==> src/rtl/instr_decode_stage.sv <==
// Decode stage between instruction fetch and execute for the 9-bit CPU family.
// Splits each instruction into opcode and operand, fuses litl/lith pairs into
// one literal, applies seth bank prefixes and latches the func/done halt.
// A litl followed by anything other than lith is emitted on its own, and the
// following instruction is parked in a one-entry replay slot until the output
// register frees up.
module instr_decode_stage #(
    parameter int OPC_W   = 5,
    parameter int ARG_W   = 4,
    parameter int INSTR_W = 9,
    parameter int BANKS   = 2,
    parameter int LIT_W   = 8,
    localparam int BANK_W = (BANKS > 1) ? $clog2(BANKS) : 1
) (
    input  logic                    clk,
    input  logic                    rst_n,
    input  logic                    in_valid,
    output logic                    in_ready,
    input  logic [INSTR_W-1:0]      in_instr,
    input  logic                    flush,
    output logic                    out_valid,
    input  logic                    out_ready,
    output logic [OPC_W-1:0]        out_op,
    output logic [ARG_W+BANK_W-1:0] out_reg,
    output logic [LIT_W-1:0]        out_lit,
    output logic                    out_fused,
    output logic                    halted
);

    // Parameter sanity: field layout and bank encoding must be consistent.
    if (INSTR_W != OPC_W + ARG_W) begin : g_bad_instr_w
        $error("instr_decode_stage: INSTR_W must equal OPC_W + ARG_W");
    end
    if (LIT_W != 2 * ARG_W) begin : g_bad_lit_w
        $error("instr_decode_stage: LIT_W must equal 2 * ARG_W");
    end
    if ((BANKS < 1) || ((BANKS & (BANKS - 1)) != 0)) begin : g_bad_banks
        $error("instr_decode_stage: BANKS must be a power of two and >= 1");
    end
    if (BANK_W > ARG_W) begin : g_bad_bank_w
        $error("instr_decode_stage: bank index does not fit in the operand field");
    end

    localparam logic [OPC_W-1:0] OPC_LITL = OPC_W'(0);
    localparam logic [OPC_W-1:0] OPC_LITH = OPC_W'(1);
    localparam logic [OPC_W-1:0] OPC_SETH = OPC_W'(25);
    localparam logic [OPC_W-1:0] OPC_FUNC = OPC_W'(31);

    typedef enum logic [1:0] {
        ST_IDLE   = 2'd0,
        ST_HELD   = 2'd1,
        ST_REPLAY = 2'd2
    } state_t;

    state_t                    state_q, state_d;
    logic [ARG_W-1:0]          held_q, held_d;
    logic [INSTR_W-1:0]        replay_q, replay_d;
    logic [BANK_W-1:0]         bank_q, bank_d;
    logic                      halted_q, halted_d;
    logic                      out_valid_q, out_valid_d;
    logic [OPC_W-1:0]          out_op_q, out_op_d;
    logic [ARG_W+BANK_W-1:0]   out_reg_q, out_reg_d;
    logic [LIT_W-1:0]          out_lit_q, out_lit_d;
    logic                      out_fused_q, out_fused_d;

    logic                      slot_free;
    logic                      accept;
    logic                      fresh_go;
    logic [INSTR_W-1:0]        fresh_instr;
    logic [OPC_W-1:0]          fresh_op;
    logic [ARG_W-1:0]          fresh_arg;
    logic [OPC_W-1:0]          in_op;
    logic [ARG_W-1:0]          in_arg;

    assign slot_free = !out_valid_q || out_ready;
    assign in_ready  = (state_q != ST_REPLAY) && !halted_q && slot_free;
    assign accept    = in_valid && in_ready && !flush;

    // Instruction decoded "as from IDLE": the parked one while replaying, else the fetched one.
    assign fresh_instr = (state_q == ST_REPLAY) ? replay_q : in_instr;
    assign fresh_op    = fresh_instr[INSTR_W-1 -: OPC_W];
    assign fresh_arg   = fresh_instr[ARG_W-1:0];
    assign in_op       = in_instr[INSTR_W-1 -: OPC_W];
    assign in_arg      = in_instr[ARG_W-1:0];

    // Next-state selection: flush, then replay drain, then newly accepted instruction.
    always_comb begin
        state_d     = state_q;
        held_d      = held_q;
        replay_d    = replay_q;
        bank_d      = bank_q;
        halted_d    = halted_q;
        out_valid_d = out_valid_q;
        out_op_d    = out_op_q;
        out_reg_d   = out_reg_q;
        out_lit_d   = out_lit_q;
        out_fused_d = out_fused_q;
        fresh_go    = 1'b0;

        if (out_valid_q && out_ready) begin
            out_valid_d = 1'b0;
        end

        if (flush) begin
            out_valid_d = 1'b0;
            state_d     = ST_IDLE;
        end else if ((state_q == ST_REPLAY) && slot_free) begin
            fresh_go = 1'b1;
        end else if (accept) begin
            case (state_q)
                ST_IDLE: fresh_go = 1'b1;
                ST_HELD: begin
                    out_valid_d = 1'b1;
                    if (in_op == OPC_LITH) begin
                        out_op_d    = OPC_LITH;
                        out_reg_d   = {bank_q, in_arg};
                        out_lit_d   = {in_arg, held_q};
                        out_fused_d = 1'b1;
                        state_d     = ST_IDLE;
                    end else begin
                        // The pending litl leaves alone; the newcomer is either
                        // the next held nibble or parked for replay.
                        out_op_d    = OPC_LITL;
                        out_reg_d   = {bank_q, held_q};
                        out_lit_d   = LIT_W'(held_q);
                        out_fused_d = 1'b0;
                        if (in_op == OPC_LITL) begin
                            held_d = in_arg;
                        end else begin
                            replay_d = in_instr;
                            state_d  = ST_REPLAY;
                        end
                    end
                end
                default: ;
            endcase
        end

        if (fresh_go) begin
            state_d = ST_IDLE;
            if (fresh_op == OPC_LITL) begin
                held_d  = fresh_arg;
                state_d = ST_HELD;
            end else if (fresh_op == OPC_SETH) begin
                bank_d = (BANKS > 1) ? fresh_arg[BANK_W-1:0] : '0;
            end else begin
                out_valid_d = 1'b1;
                out_op_d    = fresh_op;
                out_reg_d   = {bank_q, fresh_arg};
                out_lit_d   = LIT_W'(fresh_arg);
                out_fused_d = 1'b0;
                if ((fresh_op == OPC_FUNC) && (&fresh_arg)) begin
                    halted_d = 1'b1;
                end
            end
        end
    end

    // State and output registers; everything is dropped on reset.
    always_ff @(posedge clk or negedge rst_n) begin
        if (!rst_n) begin
            state_q     <= ST_IDLE;
            held_q      <= '0;
            replay_q    <= '0;
            bank_q      <= '0;
            halted_q    <= 1'b0;
            out_valid_q <= 1'b0;
            out_op_q    <= '0;
            out_reg_q   <= '0;
            out_lit_q   <= '0;
            out_fused_q <= 1'b0;
        end else begin
            state_q     <= state_d;
            held_q      <= held_d;
            replay_q    <= replay_d;
            bank_q      <= bank_d;
            halted_q    <= halted_d;
            out_valid_q <= out_valid_d;
            out_op_q    <= out_op_d;
            out_reg_q   <= out_reg_d;
            out_lit_q   <= out_lit_d;
            out_fused_q <= out_fused_d;
        end
    end

    assign out_valid = out_valid_q;
    assign out_op    = out_op_q;
    assign out_reg   = out_reg_q;
    assign out_lit   = out_lit_q;
    assign out_fused = out_fused_q;
    assign halted    = halted_q;

endmodule

==> config.mk <==
export PLATFORM = sky130hd
export DESIGN_NAME = instr_decode_stage
export DESIGN_NICKNAME = d
export VERILOG_FILES = /design/src/rtl/instr_decode_stage.sv
export SDC_FILE = /design/constraint.sdc
export NUM_CORES = 1
export LEC_CHECK = 0
export ABC_AREA = 1
export BUFFER_PORTS_ARGS = -buffer_cell sky130_fd_sc_hd__buf_2
export CAP_MARGIN = 40
export CELL_PAD_IN_SITES_DETAIL_PLACEMENT = 1
export CELL_PAD_IN_SITES_GLOBAL_PLACEMENT = 1
export CORE_MARGIN = 2
export CORE_UTILIZATION = 40
export DETAILED_ROUTE_END_ITERATION = 16
export PLACE_DENSITY = 0.78
export SETUP_SLACK_MARGIN = 0.2
export SYNTH_ARGS = -nofsm -noshare
export SYNTH_HDL_FRONTEND = slang
export SYNTH_SLANG_ARGS = --single-unit
==> constraint.sdc <==
create_clock -name clk -period 1.8 [get_ports clk]
set_input_delay 0.54 -clock clk [delete_from_list [all_inputs] [get_ports clk]]
set_output_delay 0.54 -clock clk [all_outputs]
set_load 0.1 [all_outputs]
==> impl_metrics.env <==
export IMPL_ys_seq_area_share_pct=45.2
export IMPL_top_register="replay_q"
export IMPL_status="finished with violations"
export IMPL_synth_top_family_by_area="simple AND/OR/NAND/NOR gates"
export IMPL_netlist_instances=272
export IMPL_cts_tree="built"
export IMPL_worst_ep_arrival_time_ps=2140
export IMPL_antenna_cells=0
export IMPL_drive_gt1_share_pct=56.7
export IMPL_crit_path_end_kind="flip-flop"
export IMPL_maxClockFrequency_ghz=0.525
export IMPL_hold_path_class="in2async"
export IMPL_path_class="reg2reg"
export IMPL_drtIter0Drc=125
export IMPL_die_width_um=75.6
export IMPL_yosysTopAreaCell="dfrtp_1"
export IMPL_core_area_mm2=0.00501
export IMPL_cts_hold_buf=0
export IMPL_synth_distinct_cells=25
export IMPL_vias=2397
export IMPL_synthAdderAreaFrac_pct=0
export IMPL_detailedRoute_firstPassIterationCount=4
export IMPL_grt_pass1_vias=2293
export IMPL_die_y_um=75.6
export IMPL_crit_fanout=6
export IMPL_clock_path_buffers=2
export IMPL_ir_worst_vdd_v=0.000635
export IMPL_grt_antenna_before_repair=0
export IMPL_gp_congestion=0.880
export IMPL_drc=0
export IMPL_grt_pass1_wl_mm=12.3
export IMPL_syn_area_per_cell_um2=7.53
export IMPL_globalRouteTotalUtil_pct=30.0
export IMPL_violations="setup timing"
export IMPL_clk_pin_slew_worst_paths_ps=90
export IMPL_vias_per_cell=5.57
export IMPL_die_area_mm2=0.00571
export IMPL_setup_viol=19
export IMPL_largest_reg_flops=9
export IMPL_period_share_pct=106
export IMPL_netlist_area_leader_share_pct=45.2
export IMPL_final_cell_mix="60 x nand2_1, 55 x buf_4, 34 x dfrtp_1, 33 x nand2_2, 22 x inv_1"
export IMPL_cp_start_kind="flip-flop"
export IMPL_synth_xor_area_share_pct=0
export IMPL_syn_area_mm2=0.00205
export IMPL_clkSinkCount=37
export IMPL_yosys_warnings=0
export IMPL_io_buffer_count=35
export IMPL_worst_pin_slew_ps=411
export IMPL_clk_root_buffer_cell="clkbuf_8"
export IMPL_finalCriticalPeriod_ps=1900
export IMPL_slew_headroom_pct=72.5
export IMPL_num_fill_cells=595
export IMPL_synth_nets=286
export IMPL_nets=373
export IMPL_std_cell_rows=26
export IMPL_total_power_uw=2240
export IMPL_synth_compound_area_share_pct=11.9
export IMPL_h_tree_depth=2
export IMPL_syn_to_final_growth_pct=64.0
export IMPL_fin_skew_ps=12.8
export IMPL_dp_hpwl_mm=4.48
export IMPL_synth_seq_cells=37
export IMPL_critPathRequiredTime_ps=2040
export IMPL_ys_top_cells_by_area="dfrtp_1 45%, nand2_1 18%, inv_1 4.8%"
export IMPL_final_max_slew_viol_count=0
export IMPL_synth_mux_area_fraction_pct=0
export IMPL_drv_cap=0
export IMPL_ant_nets=0
export IMPL_grt_max_degree=22
export IMPL_powerDensity_mw_per_mm2=667
export IMPL_rsz0062_at_grt="true"
export IMPL_final_util_pct=67.1
export IMPL_wirelength_mm=9.87
export IMPL_ios=36
export IMPL_grt_overflow=0
export IMPL_start_util_pct=40.9
export IMPL_synth_simple_area_share_pct=33.2
export IMPL_layout_commonest_cell="nand2_1"
export IMPL_cellLeakagePower_uw=0.00175
export IMPL_setup_tns_ps=-1220
export IMPL_cts_buffers=5
export IMPL_preCtsSetupSlack_ps=-75.3
export IMPL_clock_latency_ps=310
export IMPL_worst_slack_ps=-104
export IMPL_routedWlPerCell_um=22.9
export IMPL_finalHoldViolations=0
[worst max-delay path, stage by stage (launching register included)]
cell,delay (ps)
dfrtp_2,480
inv_2,130
nor2_4,80
buf_6,120
buf_6,130
buf_4,130
o21ai_2,150
nand4_1,250
nor3_2,210
nand2_1,90
nand2_1,70
[metrics by stage]
step                hold WS [ps]  cells  instance area (um2)
CTS                          164    422                 3110
global route                 176    430                 3360
finish                       142    430                 3360
detailed placement           464    396                 2520
global placement             458    396                 2520
floorplan                    244    272                 2110
[logic make-up (layout without fill, tap and decap cells)]
kind of cell / Yosys count / in the layout
simple gates: 152 / 153
compound gates: 43 / 43
buf+inv: 40 / 127
flops: 37 / 37
[layout make-up]
cell class / instances / area [um2] / share of cell area (%)
clock buffer: 5 / 68.8 / 2.05
clock inverter: 3 / 68.8 / 2.05
inverter: 32 / 160 / 4.77
multi-input combinational: 196 / 1310 / 39.1
sequential: 37 / 935 / 27.8
tap: 70 / 87.6 / 2.61
timing repair buffer: 87 / 727 / 21.6
[layer usage]
metal / GRT usage, % / part of all wire (%) / vias up
li1: - / - / 1036
met1: 39.4 / 41 / 1197
met2: 49.9 / 50 / 114
met3: 4.89 / 4.2 / 50
met4: 11.1 / 5.1 / 0
met5: 0 / 0 / -
[report_power, final]
part	switching, uW	internal [uW]	leakage (uW)	total, uW
Sequential	16.3	855	0.000466	871
Combinational	332	119	0.00121	452
Clock	361	559	0.0000687	920
[what timing repair did]
item / CTS / global route
gates resized for setup: 90 / 60
endpoints found under the setup margin: 58 / 39
pin swaps: 19 / 16
buffers inserted: 17 / 8
gates cloned: 1 / 0
[path summary, 6_finish.rpt]
kind	end	from	depth (start not counted)	slack [ps]
setup / recovery	halted$_DFFE_PN0P_	state_q[1]$_DFFE_PN0P_	10	-100
hold / removal	out_lit[1]$_DFF_PN0_	rst_n	1	140
setup reg to reg	halted$_DFFE_PN0P_	state_q[1]$_DFFE_PN0P_	10	-100
hold reg to reg	replay_q[5]$_DFFE_PN0P_	replay_q[5]$_DFFE_PN0P_	2	500
max in group asynchronous	state_q[1]$_DFFE_PN0P_	rst_n	2	1180
min in group clk	replay_q[5]$_DFFE_PN0P_	in_instr[5]	3	490
[cells in the mapped netlist]
cell type	n
nand2_1	96
dfrtp_1	37
inv_1	26
nor2_1	16
o21ai_0	15
nand3_1	14
o21ai_1	13
nand2_2	10
a21oi_1	8
buf_6	6
inv_2	5
nor2_2	5
o211ai_1	3
or2_2	3
nand4_1	2
nand4_2	2
nor2_4	2
o21ai_2	2
a21oi_4	1
buf_2	1
buf_4	1
clkinv_1	1
nand2_4	1
nor3_1	1
o21a_1	1
Note: power is estimated with default switching activity, not from simulation.
